**src/rtl/rgb_to_gray_stream.sv**
```systemverilog
// rgb_to_gray_stream: streaming RGB-to-gray converter, 3-stage fixed-point pipeline with line/frame markers
module rgb_to_gray_stream #(
  parameter int DATA_COLOR_WIDTH = 8,
  parameter int DATA_IN_WIDTH = 3*DATA_COLOR_WIDTH,
  parameter int FIXED_POINT_WIDTH = 32,
  parameter int POINT_POSITION = FIXED_POINT_WIDTH/2,
  parameter int IMAGE_WIDTH = 480,
  parameter int IMAGE_HEIGHT = 270,
  parameter int TOTAL_NUMBER_CONVERT = IMAGE_WIDTH*IMAGE_HEIGHT,
  parameter bit ROUND_EN = 1
)(
  input  logic clk,
  input  logic reset_n,
  input  logic en,
  input  logic start,
  input  logic [1:0] mode,
  input  logic [FIXED_POINT_WIDTH-1:0] scale_red,
  input  logic [FIXED_POINT_WIDTH-1:0] scale_green,
  input  logic [FIXED_POINT_WIDTH-1:0] scale_blue,
  input  logic s_valid,
  output logic s_ready,
  input  logic [DATA_IN_WIDTH-1:0] s_data,
  output logic m_valid,
  input  logic m_ready,
  output logic [DATA_COLOR_WIDTH-1:0] m_data,
  output logic m_eol,
  output logic m_last,
  output logic busy,
  output logic frame_done
);
  localparam int DW = DATA_COLOR_WIDTH;
  localparam int FW = FIXED_POINT_WIDTH;
  localparam int PW = DW+FW;
  localparam int SW = PW+2;
  localparam int SL = POINT_POSITION >= 16 ? POINT_POSITION-16 : 0;
  localparam int SR = POINT_POSITION < 16 ? 16-POINT_POSITION : 0;
  localparam int CW = $clog2(IMAGE_WIDTH+1);
  localparam int NW = $clog2(TOTAL_NUMBER_CONVERT+1);
  localparam logic [CW-1:0] COL_END = CW'(IMAGE_WIDTH-1);
  localparam logic [NW-1:0] PIX_END = NW'(TOTAL_NUMBER_CONVERT-1);
  localparam logic [SW:0] RND = ROUND_EN ? (SW+1)'(1) << (POINT_POSITION-1) : '0;
  typedef enum logic [1:0] {IDLE, RUN, DRAIN, DONE} state_t;
  state_t state, state_n;
  logic stall, s_hs, m_hs, v1, v2;
  logic [DW-1:0] r, g, b;
  logic [FW-1:0] cr, cg, cb;
  logic [PW-1:0] pr, pg, pb;
  logic [SW-1:0] sum;
  logic [SW:0] rs, sh;
  logic [CW-1:0] col;
  logic [NW-1:0] in_cnt, out_cnt;
  function automatic logic [FW-1:0] q16(input logic [FW-1:0] k);
    return (k << SL) >> SR;
  endfunction
  assign {r, g, b} = s_data[3*DW-1:0];
  assign stall = !en || (m_valid && !m_ready);
  assign s_ready = state == RUN && !stall;
  assign s_hs = s_valid && s_ready;
  assign m_hs = m_valid && !stall;
  assign m_eol = m_valid && col == COL_END;
  assign m_last = m_valid && out_cnt == PIX_END;
  assign busy = state == RUN || state == DRAIN;
  assign frame_done = state == DONE;
  assign rs = {1'b0, sum} + RND;
  assign sh = rs >> POINT_POSITION;
  // coefficient selection by weighting mode
  always_comb begin
    cr = mode == 2'd0 ? scale_red : mode == 2'd1 ? q16(FW'(19595)) : mode == 2'd2 ? q16(FW'(21845)) : '0;
    cg = mode == 2'd0 ? scale_green : mode == 2'd1 ? q16(FW'(38470)) : mode == 2'd2 ? q16(FW'(21845)) : FW'(1) << POINT_POSITION;
    cb = mode == 2'd0 ? scale_blue : mode == 2'd1 ? q16(FW'(7471)) : mode == 2'd2 ? q16(FW'(21845)) : '0;
  end
  // frame sequencing; everything freezes while stalled
  always_comb begin
    state_n = state;
    if (!stall)
      case (state)
        IDLE:    state_n = start ? RUN : IDLE;
        RUN:     state_n = s_hs && in_cnt == PIX_END ? DRAIN : RUN;
        DRAIN:   state_n = m_hs && m_last ? DONE : DRAIN;
        default: state_n = IDLE;
      endcase
  end
  // state register
  always_ff @(posedge clk or negedge reset_n)
    if (!reset_n) state <= IDLE;
    else state <= state_n;
  // multiply, sum, then round/shift/saturate
  always_ff @(posedge clk or negedge reset_n)
    if (!reset_n) begin
      v1 <= 1'b0;
      v2 <= 1'b0;
      m_valid <= 1'b0;
      pr <= '0;
      pg <= '0;
      pb <= '0;
      sum <= '0;
      m_data <= '0;
    end else if (!stall) begin
      v1 <= s_hs;
      pr <= {{FW{1'b0}}, r} * {{DW{1'b0}}, cr};
      pg <= {{FW{1'b0}}, g} * {{DW{1'b0}}, cg};
      pb <= {{FW{1'b0}}, b} * {{DW{1'b0}}, cb};
      v2 <= v1;
      sum <= {2'b0, pr} + {2'b0, pg} + {2'b0, pb};
      m_valid <= v2;
      m_data <= |sh[SW:DW] ? '1 : sh[DW-1:0];
    end
  // input pixel count and output column/pixel position
  always_ff @(posedge clk or negedge reset_n)
    if (!reset_n) begin
      in_cnt <= '0;
      out_cnt <= '0;
      col <= '0;
    end else if (!stall) begin
      if (state == IDLE && start) begin
        in_cnt <= '0;
        out_cnt <= '0;
        col <= '0;
      end else begin
        if (s_hs) in_cnt <= in_cnt + 1'b1;
        if (m_hs) begin
          out_cnt <= out_cnt + 1'b1;
          col <= m_eol ? '0 : col + 1'b1;
        end
      end
    end
endmodule

```
**config.mk**
```make
export PLATFORM = sky130hd
export DESIGN_NAME = rgb_to_gray_stream
export DESIGN_NICKNAME = d
export VERILOG_FILES = /design/src/rtl/rgb_to_gray_stream.sv
export SDC_FILE = /design/constraint.sdc
export NUM_CORES = 2
export LEC_CHECK = 0
export CAP_MARGIN = 20
export CELL_PAD_IN_SITES_DETAIL_PLACEMENT = 0
export CELL_PAD_IN_SITES_GLOBAL_PLACEMENT = 2
export CORE_AREA = 2 2 338 340
export DETAILED_ROUTE_END_ITERATION = 10
export DIE_AREA = 0 0 340 342
export GPL_TIMING_DRIVEN = 0
export PLACE_DENSITY = 0.64
export SLEW_MARGIN = 20
export SYNTH_ARGS = -nofsm -noshare
export SYNTH_HDL_FRONTEND = slang
export SYNTH_SLANG_ARGS = --single-unit
```
**constraint.sdc**
```tcl
create_clock -name clk -period 3.4 [get_ports clk]
set_input_delay 0.34 -clock clk [delete_from_list [all_inputs] [get_ports clk]]
set_output_delay 0.34 -clock clk [all_outputs]
set_load 0.01 [all_outputs]
```
# Word level (Yosys, flattened, before mapping)
# Cells that the tools add are included.
op_classes:
  mux: 20
  mul: 3
  reduce_logical: 21
  n_eq_ne: 8
  bitwise: 1
  n_addsub: 6
op_table:
  columns: ["op", "n"]
  rows:
  - ["32-bit 2-to-1 mux", 4]
  - ["8-bit by 32-bit multiplier with 40-bit output", 3]
  - ["17-bit 2-to-1 mux", 6]
  - ["42-bit by 16-bit adder with 43-bit output (second input constant)", 1]
  - ["41-bit by 40-bit adder with 42-bit output", 1]
  - ["40-bit by 40-bit adder with 41-bit output", 1]
  - ["17-bit by 1-bit adder with 17-bit output (second input constant)", 2]
  - ["17-bit == test (second input constant)", 2]
  - ["15-bit 2-to-1 mux", 2]
  - ["9-bit 2-to-1 mux", 3]
  - ["19-bit OR reduction", 1]
  - ["9-bit by 1-bit adder with 9-bit output (second input constant)", 1]
  - ["9-bit == test (second input constant)", 1]
  - ["1-bit logical AND", 9]
  - ["8-bit 2-to-1 mux", 1]
  - ["2-bit == test (second input constant)", 3]
  - ["2-bit one-hot mux with 3 select lines", 1]
  - ["2-bit by 1-bit == test with 1-bit output (second input constant)", 2]
  - ["2-bit logical NOT", 2]
  - ["2-bit AND reduction", 2]
  - ["2-bit nonzero test", 2]
  - ["1-bit logical NOT", 3]
  - ["1-bit logical OR", 2]
  - ["1-bit 2-to-1 mux", 2]
  - ["other kinds (2)", 2]
word_totals:
  output_inout_bits: 14
  ff_bits: 218
  wordCells: 71

# Longest topological paths before layout
depth:
  word_depth: 9
  mapped_depth: 26
  mapped_depth_nobuf: 24

# Worst setup path after synthesis
# No wires, ideal clock.
synth_timing:
  path_type: "input port to flip-flop"
  from: "in mode[0]"
  to: "reg pr[32]"
  n_path_buf: 2
  path_stages: 25
  setup_slack_ns: -2.521
  t_arrival_ns: 5.792
  setup_ns: 0.129
  cell_sequence: "inv_1 -> ha_1 -> clkbuf_1 -> nor2b_1 -> clkbuf_1 -> a21oi_1 -> nand2b_1 -> fa_1 -> fa_1 -> inv_1 -> fa_1 -> inv_1 -> fa_1 -> inv_1 -> ha_1 -> a21oi_1 -> o21ai_2 -> o2111ai_2 -> a31oi_1 -> o31a_1 -> a21o_2 -> o41a_4 -> a31oi_1 -> xor2_1 -> o21ai_1"
synth_via:
  elab_chain_len: 5
  word_cells_on_any_way: 7
  cone_classes: "mul: 1; eq/ne: 2; mux: 3; reduce/logical: 1"
synth_rtl:
  columns: ["element", "line", "rtl"]
  rows:
  - ["start, declared", "16", "input logic [1:0] mode,"]
  - ["2-bit == test", "68", "cr = mode == 2'd0 ? scale_red : mode == 2'd1 ? q16(FW'(19595)) : mode == 2'd2 ? q16(FW'(21845)) : '0;"]
  - ["15-bit 2-to-1 mux", "68", null]
  - ["32-bit 2-to-1 mux", "68", null]
  - ["32-bit 2-to-1 mux (*)", "68", null]
  - ["8-bit by 32-bit multiplier with 40-bit output (*)", "100", "pr <= {{FW{1'b0}}, r} * {{DW{1'b0}}, cr};"]
  - ["end signal, assigned", "100", null]
  - ["end, declared", "47", "logic [PW-1:0] pr, pg, pb;"]
# Mark *: on every way between the ends. The rest lies on a longest branch, timed or not.
# A chain may end at the register's enable or synchronous reset.

# Worst setup path after layout
layout_timing:
  from: "in mode[1]"
  to: "reg pg[35]"
layout_via:
  elab_chain_len: 5
  word_cells_on_any_way: 7
  cone_classes: "mul: 1; eq/ne: 2; mux: 3; reduce/logical: 1"
layout_rtl:
  columns: ["element", "line", "rtl"]
  rows:
  - ["2-bit == test", "69", "cg = mode == 2'd0 ? scale_green : mode == 2'd1 ? q16(FW'(38470)) : mode == 2'd2 ? q16(FW'(21845)) : FW'(1) << ..."]
  - ["17-bit 2-to-1 mux (2 in a row)", "69", null]
  - ["32-bit 2-to-1 mux (*)", "69", null]
  - ["8-bit by 32-bit multiplier with 40-bit output (*)", "101", "pg <= {{FW{1'b0}}, g} * {{DW{1'b0}}, cg};"]
  - ["end signal, assigned", "101", null]
  - ["end, declared", "47", null]
# Marked as above.

==> impl_metrics.yaml <==
run_status:
  status: "complete, but fails checks"
  violations: "negative setup slack"
setup_path:
  r2r_start: "pr[3]"
  end_kind: "register"
  rr_worst_depth: 12
  start_kind: "input port"
  crit_type: "input port to register"
  r2r-end: "sum[26]"
  critPathArrivalTime_ns: 6.15
  cp_data_required_time_ns: 3.81
  cp_max_fo: 7
  rrSetupSlack_ns: 0.07
place:
  dpl_worst_slack_ns: -4.84
  portBuffers: 141
  placed_cells: 5504
  finalWeightedCongestion: 0.872
  dp_hpwl_mm: 115
sta:
  clock_skew_ns: 0.0217
  slew_violations: 0
  fmax_ghz: 0.174
  finalHoldViolCount: 0
  fin_crit_sh_pct: 169
  worst_slew_pin_slew_ns: 1.04
  rsz0062_at_grt: "yes"
  fin_hold_ws_ns: 0.341
  max_slew_margin_pct: 30.6
  finalSetupViolations: 108
  postLayoutSetupSlackWorst_ns: -2.34
  period_needed_ns: 5.74
synth:
  synth_compound_area_share_pct: 11.0
  yosys_warnings: 0
  syn_inst: 3848
  synth_top_family_by_area: "adder cells"
  synth_xor_area_share_pct: 4.01
  synth-edff-count: 0
  muxShareOfSynthArea_pct: 0.184
  ys.flop_type: "dfrtp_1"
  ys_types: 77
  synth_seq_cells: 203
  synth_nets: 4786
  synth-simple-area-share_pct: 21.1
  yosys.area_share.adder_pct: 41.7
  synth-seq-area-share_pct: 14.6
  syn_area_per_cell_um2: 9.03
  synthArstFlopShare_pct: 100
  synth_area_mm2: 0.0347
routing:
  wl_met1_mm: 67.0
  wirelength_mm: 142
  wire_per_inst_um: 24.7
  drc: 0
  top_layer: "met5"
  routed-via-count: 29300
  via_per_inst: 5.09
  wl_met2_mm: 64.4
  dr.pass1.iters: 5
  ant_nets: 0
  drt_iter0_markers: 1953
  wl_met3_mm: 6.42
global_routing:
  grt.total_usage_pct: 24.3
  gr-total-overflow: 0
  grt_max_degree: 78
  grt_pass1_vias: 30800
  grt_pass1_wl_mm: 210
  antenna_found_initial: 8
power:
  finalPower_mw: 25.7
  powerDensity_mw_per_mm2: 566
  peakVddDrop_mv: 0.438
  p_leak_nw: 22.0
cts:
  cts_buffer_depth: 3
  cts_tree: "built"
  root_buffer: "clkbuf_16"
  htree_levels: 1
  clkTransAtPathRegs_ns: 0.06
  cts-buffers-inserted: 25
  clk_latency_ns: 0.55
  clock_sinks: 203
worst_hold_path:
  hold_class: "input port to asynchronous set/reset pin"
floorplanning:
  fp.dieH_um: 342
  start_util_pct: 30.7
  coreArea_mm2: 0.113
  dieArea_mm2: 0.116
  die_w_um: 340
  io_pins: 142
  rows: 124
cells_and_area:
  fin_util_pct: 40.1
  drive_gt1_share_pct: 20.3
  num-nets-final: 5169
  final_cell_mix: "fa_1 (546), inv_1 (470), and3_1 (366)"
  fin_cells: 5762
  area.growth.synth_to_final_pct: 30.6
  final_common_cell: "fa_1"
run:
  max-cap-violations: 0
==> routing by layer <==
layer / track usage (%) / vias up
met3: 2.64 / 119
met5: 0 / -
li1: - / 13300
met2: 38.9 / 728
met1: 34.8 / 15100
met4: 6.50 / 2
==> worst max path at each step <==
stage	start	endpoint	slack, ns	cells after the start
global placement	reset_n	in_cnt[10]	-7.44	1
finish	mode[1]	pg[35]	-2.34	28
detailed placement	mode[1]	pg[36]	-4.84	24
CTS	mode[1]	pb[39]	-2.32	28
global route	mode[1]	pb[39]	-2.49	29
floorplan	mode[1]	pb[39]	-1.99	25
==> area by class of cell <==
type / instances / area, um2
Clock buffer: 38 / 734
Inverter: 495 / 1880
Antenna cell: 2 / 5.00
Multi-Input combinational cell: 2961 / 30600
Fill cell: 11400 / 67700
Tap cell: 1512 / 1890
Buffer: 181 / 1360
Timing Repair Buffer: 364 / 3740
Clock inverter: 6 / 73.8
Sequential cell: 203 / 5080
==> timing repair <==
action / 4_1_cts / 5_1_grt
endpoints found under the setup margin: 151 / 154
hold buffers: 1 / 0
buffers inserted: 161 / 63
gates cloned: 2 / 0
hold endpoints to repair: 56 / 0
pin swaps: 176 / 133
resized for setup: 628 / 264
==> report_power, final <==
| group | internal [mW] | switching, mW | leakage [nW] |
|---|---|---|---|
| sequential | 3.19 | 0.926 | 2.58 |
| combinational | 8.26 | 10.6 | 19.0 |
| clock | 1.57 | 1.11 | 0.400 |
==> logic make-up (layout without fill, tap and decap cells) <==
| family | count (synthesis) | count (layout) |
|---|---|---|
| compound gates | 616 | 616 |
| xor+xnor | 159 | 159 |
| fa+ha+maj | 810 | 810 |
| buf+inv | 684 | 1084 |
| flops | 203 | 203 |
| mux | 6 | 6 |
| other cells | 0 | 2 |
| simple gates | 1370 | 1370 |
==> registers in the layout, indices dropped and copies added, names as in the netlist <==
register and cells:
v1 1, m_data 8, state 2, v2 1
col 9, m_valid 1, out_cnt 17, in_cnt 17
pg 40, pr 40, sum 27, pb 40
==> cells in the mapped netlist, types with 4 or more instances <==
cell type    n  area, um2
nor3b_1      4       30.0
nand2_1    338       1270
a211oi_1    15        113
nor2_1     136        510
nand4_1     26        163
nor4_1       7       43.8
a31oi_1     28        175
a21o_1      80        601
a31o_2       5       43.8
ha_1       231       2890
a21o_2       5       43.8
clkbuf_1   183        687
nand3_1     99        495
inv_1      495       1860
o221ai_1     4       35.0
dfrtp_1    203       5080
a21oi_1    167        836
a21boi_0     5       37.5
and4_1       6       52.6
nor3_1      20        100
o211ai_1     8       60.1
o21a_1      14        105
xor2_1      86        753
nor2b_1    275       1720
o31ai_1     10       75.1
fa_1       579      11600
a22o_1       7       61.3
nor4b_1      5       43.8
or3_1        4       25.0
o21bai_1    10       75.1
nand2b_1    34        213
a311oi_1     4       35.0
a211o_1      6       52.6
and3_1     371       2320
and2_1      28        175
o21ai_0    192        961
xnor2_1     73        639
o21ai_1     14       70.1
==> through the flow <==
step                setup TNS, ns  instance area (um2)
finish                    -178.07                45400
global route              -194.17                45400
CTS                       -190.64                43900
detailed placement        -426.09                39000
global placement         -1936.61                38900
floorplan                 -142.78                35600
==> critical path: stages <==
cell	delay, ns
buf_12	0.09
inv_12	0.03
ha_4	0.15
clkbuf_16	0.16
buf_6	0.12
nor2b_4	0.16
clkbuf_16	0.20
a21oi_4	0.05
buf_12	0.15
nor2b_4	0.11
fa_1	0.43
fa_1	0.51
fa_1	0.52
inv_2	0.04
fa_2	0.59
inv_2	0.06
ha_4	0.27
a2111oi_4	0.42
a211oi_2	0.14
o21ai_2	0.23
a21oi_4	0.09
buf_12	0.15
buf_6	0.11
a31oi_4	0.22
o21ai_2	0.08
a21oi_2	0.24
xor2_4	0.34
o21ai_1	0.09
Power figures use the tool's default switching activity.
